<file path="config.mk">
export PLATFORM = sky130hd
export DESIGN_NAME = seq_mul_ctrl_flat
export DESIGN_NICKNAME = d
export VERILOG_FILES = /design/src/rtl/seq_mul_pkg.sv /design/src/rtl/seq_mul_ctrl_if.sv /design/src/rtl/seq_mul_ctrl.sv /design/src/flat_wrapper.sv
export SDC_FILE = /design/constraint.sdc
export NUM_CORES = 1
export LEC_CHECK = 0
export CAP_MARGIN = 20
export CELL_PAD_IN_SITES_DETAIL_PLACEMENT = 0
export CELL_PAD_IN_SITES_GLOBAL_PLACEMENT = 1
export CORE_UTILIZATION = 39
export CTS_CLUSTER_DIAMETER = 120
export DETAILED_ROUTE_END_ITERATION = 8
export PLACE_DENSITY_LB_ADDON = 0.1
export SYNTH_ARGS = -nofsm -noshare
export SYNTH_HDL_FRONTEND = slang
export SYNTH_SLANG_ARGS = --single-unit
</file>
<file path="constraint.sdc">
create_clock -name clk -period 2.9 [get_ports clk]
set_input_delay 0.58 -clock clk [delete_from_list [all_inputs] [get_ports clk]]
set_output_delay 0.58 -clock clk [all_outputs]
set_load 0.03 [all_outputs]
</file>
<file path="src/rtl/seq_mul_pkg.sv">
// Shared types and sizing helpers for the sequential signed shift-add multiplier.
package seq_mul_pkg;

  // Controller states: wait for operands, iterate shift/add, hold the result.
  typedef enum logic [1:0] {
    IDLE = 2'd0,
    CALC = 2'd1,
    DONE = 2'd2
  } seq_mul_state_e;

  // Iteration counter must reach 2*numbits without wrapping.
  function automatic int iter_cnt_width(input int numbits);
    return $clog2(2 * numbits) + 1;
  endfunction

endpackage

</file>
<file path="src/rtl/seq_mul_ctrl_if.sv">
// Request/completion handshake between the multiplier controller and its
// requester/consumer. The master side offers operands and takes products.
interface seq_mul_ctrl_if;

  logic src_valid;
  logic src_ready;
  logic dest_valid;
  logic dest_ready;
  logic busy;

  modport master (
    output src_valid,
    output dest_ready,
    input  src_ready,
    input  dest_valid,
    input  busy
  );

  modport slave (
    input  src_valid,
    input  dest_ready,
    output src_ready,
    output dest_valid,
    output busy
  );

endinterface

</file>
<file path="src/rtl/seq_mul_ctrl.sv">
// Control unit for the sequential signed shift-add multiplier datapath.
// Loads the sign-extended operands on acceptance, then shifts the multiplier
// right and the multiplicand left each cycle, accumulating whenever the
// multiplier LSB is set. Stops when the multiplier register empties or the
// iteration cap is reached, whichever comes first, and holds the product
// until the consumer takes it.
module seq_mul_ctrl
  import seq_mul_pkg::*;
#(
  parameter int NUMBITS = 16
) (
  input  logic          clk,
  input  logic          reset,
  seq_mul_ctrl_if.slave hs,
  input  logic          numA_lsb,
  input  logic          finish,
  output logic          numA_wr,
  output logic          numB_wr,
  output logic          numA_mux_sel,
  output logic          numB_mux_sel,
  output logic          product_wr,
  output logic          product_clear
);

  localparam int CNT_W = iter_cnt_width(NUMBITS);
  localparam logic [CNT_W-1:0] ITER_CAP = CNT_W'(2 * NUMBITS);

  seq_mul_state_e   state_q, state_d;
  logic [CNT_W-1:0] iter_cnt_q, iter_cnt_d;
  logic             src_ready_q, src_ready_d;
  logic             dest_valid_q, dest_valid_d;
  logic             busy_q, busy_d;
  logic             calc_done_s;

  // Terminate when the multiplier is exhausted or the cap is hit; both
  // together still produce a single move to DONE.
  always_comb begin
    calc_done_s = finish || (iter_cnt_q == ITER_CAP);
  end

  // Next-state, counter and datapath strobe decode. Strobes are combinational
  // so the load happens on the accepting edge and accumulation follows the
  // live multiplier LSB.
  always_comb begin
    state_d       = state_q;
    iter_cnt_d    = iter_cnt_q;
    numA_wr       = 1'b0;
    numB_wr       = 1'b0;
    numA_mux_sel  = 1'b0;
    numB_mux_sel  = 1'b0;
    product_wr    = 1'b0;
    product_clear = 1'b0;
    case (state_q)
      IDLE: begin
        if (hs.src_valid) begin
          numA_wr       = 1'b1;
          numB_wr       = 1'b1;
          numA_mux_sel  = 1'b1;
          numB_mux_sel  = 1'b1;
          product_wr    = 1'b1;
          product_clear = 1'b1;
          state_d       = CALC;
          iter_cnt_d    = '0;
        end else begin
          state_d = IDLE;
        end
      end
      CALC: begin
        if (calc_done_s) begin
          state_d = DONE;
        end else begin
          numA_wr    = 1'b1;
          numB_wr    = 1'b1;
          product_wr = numA_lsb;
          iter_cnt_d = iter_cnt_q + CNT_W'(1);
        end
      end
      DONE: begin
        if (hs.dest_ready) begin
          state_d = IDLE;
        end else begin
          state_d = DONE;
        end
      end
      default: begin
        state_d    = IDLE;
        iter_cnt_d = '0;
      end
    endcase
    // Keep the datapath quiet while reset is held, whatever the inputs do.
    if (!reset) begin
      numA_wr       = 1'b0;
      numB_wr       = 1'b0;
      numA_mux_sel  = 1'b0;
      numB_mux_sel  = 1'b0;
      product_wr    = 1'b0;
      product_clear = 1'b0;
    end else begin
      product_clear = product_clear;
    end
  end

  // Handshake status derived from the state being entered so it is registered.
  always_comb begin
    src_ready_d  = (state_d == IDLE);
    dest_valid_d = (state_d == DONE);
    busy_d       = (state_d != IDLE);
  end

  // State, iteration counter and registered handshake outputs.
  always_ff @(posedge clk or negedge reset) begin
    if (!reset) begin
      state_q      <= IDLE;
      iter_cnt_q   <= '0;
      src_ready_q  <= 1'b1;
      dest_valid_q <= 1'b0;
      busy_q       <= 1'b0;
    end else begin
      state_q      <= state_d;
      iter_cnt_q   <= iter_cnt_d;
      src_ready_q  <= src_ready_d;
      dest_valid_q <= dest_valid_d;
      busy_q       <= busy_d;
    end
  end

  assign hs.src_ready  = src_ready_q;
  assign hs.dest_valid = dest_valid_q;
  assign hs.busy       = busy_q;

endmodule

</file>
<file path="src/flat_wrapper.sv">
// flat-port wrapper written by rule: the top's interface ports become plain ports
module seq_mul_ctrl_flat import seq_mul_pkg::*;
#(
  parameter int NUMBITS = 16
)
  (clk, reset, numA_lsb, finish, numA_wr, numB_wr, numA_mux_sel, numB_mux_sel, product_wr, product_clear, hs_src_valid, hs_dest_ready, hs_src_ready, hs_dest_valid, hs_busy);
  seq_mul_ctrl_if hs_i ();
  input  logic clk;
  input  logic reset;
  input  logic numA_lsb;
  input  logic finish;
  output logic numA_wr;
  output logic numB_wr;
  output logic numA_mux_sel;
  output logic numB_mux_sel;
  output logic product_wr;
  output logic product_clear;
  input wire logic [$bits(hs_i.src_valid)-1:0] hs_src_valid;
  input wire logic [$bits(hs_i.dest_ready)-1:0] hs_dest_ready;
  output wire logic [$bits(hs_i.src_ready)-1:0] hs_src_ready;
  output wire logic [$bits(hs_i.dest_valid)-1:0] hs_dest_valid;
  output wire logic [$bits(hs_i.busy)-1:0] hs_busy;
  assign hs_i.src_valid = hs_src_valid;
  assign hs_i.dest_ready = hs_dest_ready;
  assign hs_src_ready = hs_i.src_ready;
  assign hs_dest_valid = hs_i.dest_valid;
  assign hs_busy = hs_i.busy;
  seq_mul_ctrl #(.NUMBITS(NUMBITS)) u_core (.clk(clk), .reset(reset), .hs(hs_i), .numA_lsb(numA_lsb), .finish(finish), .numA_wr(numA_wr), .numB_wr(numB_wr), .numA_mux_sel(numA_mux_sel), .numB_mux_sel(numB_mux_sel), .product_wr(product_wr), .product_clear(product_clear));
endmodule
</file>
# Word-level counts from Yosys, hierarchy flattened
# Cells that the tools add are included.
# op_classes
bitwise_logic	1
muxes	16
n_reduce_logical	5
n_addsub	1
eq_ne	6
# op_table
operator	n
$pmux 6 s3	1
$mux 6	2
$mux 1	8
$add 6x1->6 const B	1
$eq 6x6->1 const B	1
$pmux 2 s3	1
$eq 2x2->1 const B	2
$logic_not 2->1	2
$mux 2	2
$ne 2x2->1 const B	2
$pmux 1 s2	2
$reduce_and 3->1	1
$eq 2x1->1 const B	1
$reduce_bool 2->1	1
$logic_or 1x1->1	1
$not 1->1	1
# totals
word_cells	34
ff_bits	11
in_bits	6
out_inout_bits	9

# Longest topological paths before layout
# Gate-level depths: netlist of the first run.
# depth
word_depth	5
depth_mapped	6
depth_no_buf	5

# Least setup slack after synthesis of the first run
# No wires, ideal clock.
# synth_timing
path_type	register to output
startpoint	register u_core.iter_cnt_q[0]
endpoint	output port numB_wr
arrival_time_ns	1.738
path_slack_ns	0.582
path_stages_with_launch	7
cell_sequence	dfrtp_1 inv_1 ha_1 nand3b_1 o211ai_1 a21oi_1 buf_4
# synth_between
elab_chain_len	5
# synth_lines
item	line_no	source
start: declaration	seq_mul_ctrl.sv:29	logic [CNT_W-1:0] iter_cnt_q, iter_cnt_d;
start signal: assignment	seq_mul_ctrl.sv:120	iter_cnt_q <= iter_cnt_d;
$eq 6x6->1	seq_mul_ctrl.sv:38	calc_done_s = finish || (iter_cnt_q == ITER_CAP);
$logic_or 1x1->1	seq_mul_ctrl.sv:38	
$mux 1	-	
$pmux 1 s2	-	
$mux 1	-	
end: declaration	flat_wrapper.sv:13	output logic numB_wr;
# Every way passes these cells.

# Worst setup path in the final report of the first run
# layout_timing
startpoint	register u_core.iter_cnt_q[1]
endpoint	output port product_wr
# layout_between
elab_chain_len	5
# layout_lines
item	line_no	source
$eq 6x6->1	seq_mul_ctrl.sv:38	
$logic_or 1x1->1	seq_mul_ctrl.sv:38	
$mux 1	seq_mul_ctrl.sv:69	if (calc_done_s) begin
$pmux 1 s2	seq_mul_ctrl.sv:53	case (state_q)
$mux 1	seq_mul_ctrl.sv:91	if (!reset) begin
end: declaration	flat_wrapper.sv:16	output logic product_wr;
# Every way passes these cells.

==> out/qor.csv, run 1 <==
metric;value;unit
antenna_cells;0;
rr_endpoint;u_core.iter_cnt_q[0];
postCtsHoldBufs;0;
leading_cell_type_in_the_layout_fill_and_taps_excluded;dfrtp_1;
path_class;flip-flop to primary output;
tritoncts_clock_tree;yes;
routed-via-count;565;
yosys_warnings;0;
timing.final.max_slew_violations;0;
remaining_drc_errors;0;
power.static_leakage;0.4124;nW
unrepaired_setup_endpoints_after_global_routing;false;
final_period_minus_worst_setup_slack;2.424;ns
met3_usage;0.04898;
grt_max_degree;13;
initial_utilization;0.4397;
number_of_global_route_vias_before_repair;560;
cell_row_count;14;
area.growth.synth_to_final;23.10;%
crit_fanout;5;
worst_setup_path_startpoint;u_core.iter_cnt_q[1];
clock_tree.buffer_depth;2;
fp.dieW;44.16;um
initial_antenna_violation_count;0;
clock_sinks;11;
pre_cts_ws;0.5267;ns
most_frequent_cells_in_the_layout;dfrtp_1 (10), clkdlybuf4s50_1 (8), buf_4 (8);
cts_h_tree_depth;1;
postSynthCellCount;69;
core;1577;um2
rr_worst_depth;5;
timing.critical_path.arrival;1.84;ns
numPortBuffers;14;
critical_path.reg2reg.startpoint;u_core.iter_cnt_q[1];
route.final.wire_length;1.519;mm
final_hold_violation_count;0;
setup_viol;0;
grt_pass1_wl;2.566;mm
reg2reg_setup_slack;1.30;ns
drv_cap;0;
finalWorstSetupSlack;0.4761;ns
cp_slowest_cell;dfrtp_1;
dp_hpwl;1.059;mm
power_density;916.0;nW/um2
crit_path_end_kind;primary output;
cts_root_buffer;clkbuf_4;
final.period_utilization;0.8358;
max_slew.worst_pin.slew;0.4596;ns
irDropWorstVdd;0.4825;mV
drt_iter0_drc;18;
hold_class;flip-flop to flip-flop;
cts.repair.resized;0;
fmaxAchievable;0.4126;GHz
ys_types;36;
worst_slew_margin_rel;0.6930;
number_of_nets_with_antenna_violations_after_detailed_routing;0;
endpoint;product_wr;
synth.cell_area;693.2;um2
ios;15;
clk_pin_slew_worst_paths;0.08;ns
design.final.nets;94;
outcome;finished clean;
worst_setup_path_start_kind;flip-flop;
synthesis.area_per_instance;10.05;um2
routedWlPerCell;15.04;um
synth_seq_area_share;0.3989;
gp_congestion;0.7349;
clock_skew;0.001351;ns
groute.layer.met1.usage;0.2519;
via_to_cell_ratio;5.594;
total_power;0.7817;mW
fp.dieArea;1950;um2
drive_above_1_share;0.2235;
global_route.overflow_total;0;
cp_cell_sequence;inv_1, ha_1, nand3b_1, o211a_1, a31o_2, buf_4;
met2_capacity_usage_during_global_routing;0.2676;
tns;0;ns
die_height;44.16;um
cts_buffers;3;
slowest_stage_delay_cp;0.44;ns
globalRoute.busiestLayer;met2;
clk_latency;0.27;ns
post-cts-setup-buffer-count;0;
synth.ff_latch_count;11;
grt_util_all_layers;0.1840;
drt-pass1-iter-count;4;
synthesis.nets;77;
worst_endpoint_required_time;2.32;ns
[how the worst min path moves through the flow]
stage,start,to,slack (ns),depth (start not counted)
after global routing,u_core.iter_cnt_q[4],u_core.iter_cnt_q[4],0.61,1
after global placement,u_core.iter_cnt_q[4],u_core.iter_cnt_q[4],0.55,1
final,u_core.iter_cnt_q[4],u_core.iter_cnt_q[4],0.56,1
after detailed placement,u_core.iter_cnt_q[4],u_core.iter_cnt_q[4],0.54,1
after CTS,u_core.iter_cnt_q[4],u_core.iter_cnt_q[4],0.56,1
after floorplan,reset,u_core.hs.busy,0.28,0
[report_power, final]
group	internal [mW]	total, mW	switching [mW]
clock	0.0533	0.112	0.0582
sequential	0.205	0.250	0.0449
combinational	0.183	0.420	0.237
total	0.441	0.782	0.340
[sequential cells by signal (all words and copies together), names as in the netlist]
name,cells
u_core.iter_cnt_q,6
u_core.state_q,2
u_core.hs.busy,1
u_core.hs.dest_valid,1
u_core.hs.src_ready,1
[cell type report]
cell class	instances	area, um2
sequential	11	276.5
multi-input combinational	51	379.1
timing repair buffer	16	140.1
fill	150	723.2
tap	16	20.02
clock buffer	4	26.28
inverter	3	11.26
[cells by family (layout without fill, tap and decap cells)]
family,count (synthesis),count (layout),synth area share
AND/OR/NAND/NOR,27,27,0.2689
AO/OA/AOI/OAI,20,20,0.2130
flip-flops,11,11,0.3989
buffers and inverters,7,23,0.05414
adder cells (fa/ha/maj),2,2,0.03610
multiplexers,2,2,0.02888
[synthesized netlist by cell type]
cell | number | area share
mux2i_1 | 2 | 0.029
nand2_1 | 2 | 0.011
a21o_1 | 1 | 0.011
o21a_1 | 2 | 0.022
nand3_1 | 1 | 0.0072
or4_1 | 1 | 0.011
or3_1 | 1 | 0.0090
nor3_1 | 1 | 0.0072
dfrtp_1 | 10 | 0.36
o211a_1 | 1 | 0.014
nor3b_1 | 1 | 0.011
inv_1 | 3 | 0.016
buf_4 | 3 | 0.032
o22ai_1 | 1 | 0.0090
nor2b_1 | 2 | 0.018
and4b_2 | 1 | 0.016
nand2b_1 | 4 | 0.036
clkbuf_1 | 1 | 0.0054
o211ai_1 | 5 | 0.054
o21ai_0 | 2 | 0.014
a31o_2 | 1 | 0.013
or3b_2 | 1 | 0.013
a22o_1 | 1 | 0.013
o2bb2ai_1 | 1 | 0.013
and2b_2 | 2 | 0.025
ha_1 | 2 | 0.036
nand3b_1 | 2 | 0.022
o22a_1 | 2 | 0.025
nand4b_2 | 1 | 0.022
a21oi_1 | 2 | 0.014
nor2_1 | 4 | 0.022
nand2b_4 | 1 | 0.020
or2b_1 | 1 | 0.011
or2_1 | 1 | 0.0090
dfstp_2 | 1 | 0.038
o31ai_1 | 1 | 0.011
[critical path, delay by kind of cell, from the launching register on]
| family | cells | cell delay, ns |
|---|---|---|
| compound gates | 2 | 0.54 |
| flops | 1 | 0.44 |
| buf+inv | 2 | 0.25 |
| simple gates | 1 | 0.20 |
| fa+ha+maj | 1 | 0.14 |
[layer usage]
layer  up-vias  routed length (um)  share of wire
met5         -                   0              0
met4         0                  17          0.011
met2        16                 662           0.44
met3         2                  54          0.036
li1        283                   -              -
met1       264                 784           0.52
[metrics by stage]
stage | utilization | instance area, um2 | hold slack [ns] | instances
2_1_floorplan | - | 693.2 | 0.2844 | 69
3_3_place_gp | 0.5246 | 827.0 | 0.5494 | 97
3_5_place_dp | 0.5246 | 827.0 | 0.5415 | 97
4_1_cts | 0.5413 | 853.3 | 0.5629 | 101
5_1_grt | 0.5413 | 853.3 | 0.6140 | 101
6_report | 0.5413 | 853.3 | 0.5605 | 101
Note: power is estimated with default switching activity, not from simulation.
==> run 2, diff against run 1 <==
--- a/config.mk
+++ b/config.mk
@@ -8,7 +8,7 @@
 export CAP_MARGIN = 20
 export CELL_PAD_IN_SITES_DETAIL_PLACEMENT = 0
 export CELL_PAD_IN_SITES_GLOBAL_PLACEMENT = 1
-export CORE_UTILIZATION = 39
+export CORE_UTILIZATION = 33
 export CTS_CLUSTER_DIAMETER = 120
 export DETAILED_ROUTE_END_ITERATION = 8
 export PLACE_DENSITY_LB_ADDON = 0.1
==> constraint.sdc (replaced) <==
create_clock -name clk -period 2.04 [get_ports clk]
set_input_delay 0.408 -clock clk [delete_from_list [all_inputs] [get_ports clk]]
set_output_delay 0.408 -clock clk [all_outputs]
set_load 0.03 [all_outputs]
==> run 2 against run 1 <==
  * Clock skew grew 0.0043 ns
  * Sequential share of layout area shrank 4.3 points
  * First-iteration DRC count shrank 28%
  * Largest cell class unchanged
==> out/qor.csv, run 2 (synthesis gave the netlist of run 1 again) <==
metric;value;unit
place.detailed.instances;116;
most_frequent_cells_in_the_layout;buf_4 (21), dfrtp_1 (9), clkdlybuf4s50_1 (8);
rr_worst_depth;10;
unrepaired_setup_endpoints_after_global_routing;true;
clock_sinks;11;
hold_class;input port to async pin;
total_power;1.190;mW
routed-via-count;637;
drive_above_1_share;0.3939;
power_density;1203;nW/um2
critical_path.reg2reg.startpoint;u_core.iter_cnt_q[0];
tns;0;ns
worst_setup_path_start_kind;flip-flop;
core;1962;um2
timing.critical_path.arrival;1.59;ns
cell_row_count;16;
gp_congestion;0.7218;
area.growth.synth_to_final;42.78;%
grt_pass1_wl;2.622;mm
final_core_density;0.5045;
fmaxAchievable;0.5005;GHz
worst_endpoint_required_time;1.63;ns
final_period_minus_worst_setup_slack;1.998;ns
drt_iter0_drc;13;
numPortBuffers;14;
finalNonFillerCells;126;
number_of_global_route_vias_before_repair;584;
grt_max_degree;12;
fillers;208;
initial_antenna_violation_count;0;
crit_fanout;3;
cts_root_buffer;clkbuf_4;
tritoncts_clock_tree;yes;
largest_register_ffs;6;
final.period_utilization;0.9794;
dp_hpwl;1.218;mm
number_of_nets_with_antenna_violations_after_detailed_routing;0;
cts_buffers;3;
drt-pass1-iter-count;4;
routedWlPerCell;14.14;um
outcome;finished clean;
placed_area;904.6;um2
power.static_leakage;0.4812;nW
antenna_cells;0;
drv_cap;0;
fin_area;989.7;um2
design.final.nets;108;
max_slew.worst_pin.slew;0.3054;ns
final_hold_violation_count;0;
route.final.wire_length;1.782;mm
rr_endpoint;u_core.iter_cnt_q[0];
fp.dieW;47.83;um
via_to_cell_ratio;5.056;
setup_viol;0;
global_route.overflow_total;0;
die_height;47.83;um
clk_pin_slew_worst_paths;0.08;ns
remaining_drc_errors;0;
crit_path_end_kind;primary output;
fp.dieArea;2288;um2
worst_slew_margin_rel;0.7958;
ios;15;
leading_cell_type_in_the_layout_fill_and_taps_excluded;buf_4;
clk_latency;0.27;ns
timing.final.max_slew_violations;0;
grt_util_all_layers;0.1704;
reg2reg_setup_slack;0.12;ns
path_class;flip-flop to primary output;
irDropWorstVdd;0.4587;mV
cts_h_tree_depth;1;
register_ranked_first_by_flip_flop_count;u_core.iter_cnt_q;
registers_with_the_most_flip_flops;u_core.iter_cnt_q: 6 flops, u_core.state_q: 2 flops;
clock_skew;0.005640;ns
clock_tree.buffer_depth;2;
initial_utilization;0.3533;
run 2: power by group:
part / switching [mW] / total (mW) / internal (mW)
Sequential: 0.0448 / 0.337 / 0.293
Combinational: 0.378 / 0.700 / 0.322
Clock: 0.0800 / 0.153 / 0.0725
run 2: how the worst max path moves through the flow:
stage / startpoint / endpoint / slack [ns] / cells after the start
2_1_floorplan: u_core.iter_cnt_q[0] / numB_wr / 0.09 / 6
3_3_place_gp: finish / product_wr / 0.13 / 5
3_5_place_dp: finish / product_wr / 0.13 / 5
4_1_cts: u_core.iter_cnt_q[1] / product_wr / 0.02 / 6
5_1_grt: u_core.iter_cnt_q[0] / product_wr / -0.06 / 6
6_report: u_core.iter_cnt_q[0] / product_wr / 0.04 / 6
run 2: layout make-up:
| cell class | instances | area, um2 | share of cell area |
|---|---|---|---|
| tap | 27 | 33.78 | 0.03413 |
| multi-input combinational | 51 | 390.4 | 0.3944 |
| clock buffer | 3 | 22.52 | 0.02276 |
| clock inverter | 1 | 5.005 | 0.005057 |
| timing repair buffer | 30 | 249.0 | 0.2516 |
| inverter | 3 | 11.26 | 0.01138 |
| sequential | 11 | 277.8 | 0.2807 |
run 2: worst max-delay path, cell delays in order, from the launching register on:
cell and delay [ns]:
dfrtp_1 0.38, inv_1 0.06, ha_2 0.16, nand3b_1 0.12, o211a_1 0.25, a31o_2 0.21, buf_6 0.13
run 2: layer usage:
metal | vias up | routed length (um) | global-route usage
met5 | - | 0 | 0
met3 | 4 | 89 | 0.03396
li1 | 310 | - | -
met1 | 303 | 764 | 0.2202
met4 | 0 | 16 | 0.05000
met2 | 20 | 911 | 0.2865
run 2: per-stage QoR:
stage	worst slack [ns]	hold slack [ns]
after floorplan	0.08961	0.1124
after global placement	0.1301	0.5336
after detailed placement	0.1307	0.5539
after CTS	0.02415	0.5685
after global routing	-0.06143	0.5929
final	0.04198	0.5773
run 2: timing repair:
item | 4_1_cts | 5_1_grt
hold buffers | 0 | 0
pin swaps | 2 | 0
gates resized for setup | 3 | 2
setup endpoints to repair | 1 | 6
buffers inserted | 6 | 0
==> run 3, diff against run 2 <==
--- a/config.mk
+++ b/config.mk
@@ -8,7 +8,9 @@
 export CAP_MARGIN = 20
 export CELL_PAD_IN_SITES_DETAIL_PLACEMENT = 0
 export CELL_PAD_IN_SITES_GLOBAL_PLACEMENT = 1
-export CORE_UTILIZATION = 33
+export CORE_MARGIN = 3
+export CORE_UTILIZATION = 35
+export CTS_BUF_LIST = sky130_fd_sc_hd__clkbuf_4
 export CTS_CLUSTER_DIAMETER = 120
 export DETAILED_ROUTE_END_ITERATION = 8
 export PLACE_DENSITY_LB_ADDON = 0.1
==> run 3 against run 2 <==
  * The flow now finishes with violations (setup timing)
  * Clock power grew 8%
  * Critical path depth is the same
  * Global-route usage shrank 1.2 points
  * Setup slack lost 0.065 ns
  * Hold slack lost 0.021 ns
  * Critical path type unchanged
  * Critical endpoint unchanged
==> out/qor.csv, run 3 (synthesis gave the netlist of run 1 again) <==
metric;value;unit
outcome;complete, but fails checks;
failed_checks;setup timing;
worst_slew_margin_rel;0.7940;
crit_path_end_kind;primary output;
number_of_global_route_vias_before_repair;626;
grt_util_all_layers;0.1586;
route.final.wire_length;1.815;mm
clk_pin_slew_worst_paths;0.07;ns
antenna_cells;0;
drt-pass1-iter-count;4;
hold_path_startpoint;u_core.iter_cnt_q[4];
fp.dieArea;2550;um2
power_density;1207;nW/um2
die_height;50.50;um
grt_max_degree;12;
rr_worst_depth;10;
largest_register_ffs;6;
seqPwrFrac;0.289;
cts_h_tree_depth;1;
drv_cap;0;
remaining_drc_errors;0;
cell_row_count;15;
power.static_leakage;0.4984;nW
dp_hpwl;1.294;mm
cts_buffers;3;
clock_tree.buffer_depth;2;
routedWlPerCell;14.29;um
irDropWorstVdd;0.7433;mV
grt_pass1_wl;2.884;mm
design.final.nets;111;
number_of_nets_with_antenna_violations_after_detailed_routing;0;
clockPowerShare;0.134;
timing.final.max_slew_violations;0;
cts_root_buffer;clkbuf_4;
path_class;flip-flop to primary output;
worst_endpoint_required_time;1.63;ns
hold_class;flip-flop to flip-flop;
critical_path.reg2reg.startpoint;u_core.iter_cnt_q[1];
final_period_minus_worst_setup_slack;2.063;ns
terminating_pin_of_the_worst_hold_path;u_core.iter_cnt_q[4];
crit_fanout;4;
via_to_cell_ratio;5.000;
postCtsHoldBufs;0;
clk_latency;0.27;ns
rr_endpoint;u_core.iter_cnt_q[0];
clock_skew;0.004484;ns
area.growth.synth_to_final;46.57;%
ios;15;
power.switching;0.5098;mW
routed-via-count;635;
drt_iter0_drc;21;
finalWorstSetupSlack;-0.02267;ns
drive_above_1_share;0.4020;
timing.critical_path.arrival;1.65;ns
most_frequent_cells_in_the_layout;buf_4 (22), dfrtp_1 (10), clkdlybuf4s50_1 (8);
power_switching_share;0.4156;
registers_with_the_most_flip_flops;u_core.iter_cnt_q: 6 flops, u_core.state_q: 2 flops;
global_route.overflow_total;0;
worst_setup_path_start_kind;flip-flop;
initial_utilization;0.3847;
numPortBuffers;14;
place.detailed.instances;114;
tritoncts_clock_tree;yes;
initial_antenna_violation_count;0;
core;1802;um2
unrepaired_setup_endpoints_after_global_routing;true;
fp.dieW;50.50;um
reg2reg_setup_slack;0.09;ns
p_int;0.7168;mW
fillers;162;
final_hold_violation_count;0;
pre_cts_ws;0.1427;ns
final.period_utilization;1.011;
fmaxAchievable;0.4848;GHz
timing.hold.worst_path_depth;1;
gp_congestion;0.8957;
max_slew.worst_pin.slew;0.3081;ns
leading_cell_type_in_the_layout_fill_and_taps_excluded;buf_4;
combPwrFrac;0.576;
setup_viol;1;
finalNonFillerCells;127;
register_ranked_first_by_flip_flop_count;u_core.iter_cnt_q;
clock_sinks;11;
run 3: cell count changes in the layout (fill, tap and decap cells not counted), sizes merged:
| cell | change |
|---|---|
| clkinv | -1 |
| clkbuf | +1 |
| buf | +3 |
run 3: worst max path at each step:
stage	startpoint	to
after floorplan	u_core.iter_cnt_q[0]	numB_wr
after global placement	finish	product_wr
after detailed placement	finish	product_wr
after CTS	u_core.iter_cnt_q[1]	product_wr
after global routing	u_core.iter_cnt_q[1]	product_wr
final	u_core.iter_cnt_q[1]	product_wr
run 3: per-layer routing:
metal	track usage	vias to the layer above	share of wire
met4	0.07175	0	0.029
met5	0	-	0
li1	-	320	-
met1	0.2241	291	0.49
met3	0.05638	6	0.053
met2	0.2130	18	0.42
run 3: area by class of cell:
| type | instances | area (um2) | area share |
|---|---|---|---|
| clock buffers | 4 | 30.03 | 0.02956 |
| multi-input cells | 51 | 387.9 | 0.3818 |
| well taps | 25 | 31.28 | 0.03079 |
| flip-flops and latches | 11 | 276.5 | 0.2722 |
| inverters | 3 | 11.26 | 0.01108 |
| repair buffers | 33 | 279.0 | 0.2746 |
run 3: timing repair:
| action | CTS | global route |
|---|---|---|
| cloned | 0 | 0 |
| resized for setup | 2 | 4 |
| setup buffers | 6 | 3 |
| endpoints found under the setup margin | 3 | 6 |
| pin swaps | 2 | 1 |
| endpoints found under the hold margin | 0 | 0 |
run 3: power groups by stage:
stage / Combinational, mW / Clock [mW] / Sequential [mW]
2_1_floorplan: 0.364 / 0 / 0.412
3_3_place_gp: 0.647 / 0 / 0.364
3_5_place_dp: 0.654 / 0 / 0.362
4_1_cts: 0.679 / 0.176 / 0.354
5_1_grt: 0.763 / 0.186 / 0.368
6_report: 0.707 / 0.165 / 0.355
run 3: per-stage QoR:
step	instance area (um2)	power [mW]	TNS (ns)	hold WS (ns)	utilization
global placement	902.1	1.011	0	0.5377	0.5007
finish	1016	1.227	-0.02267	0.5562	0.5639
global route	1016	1.318	-0.2546	0.5906	0.5639
detailed placement	902.1	1.016	0	0.5444	0.5007
floorplan	696.9	0.7758	0	0.1124	-
CTS	980.9	1.210	-0.008302	0.5603	0.5444
run 3: worst max-delay path, stage by stage (launching register included):
cell and delay [ns]:
dfrtp_1 0.40, inv_2 0.06, ha_1 0.13, nand3b_1 0.17
o211a_1 0.28, a31o_2 0.21, buf_6 0.13
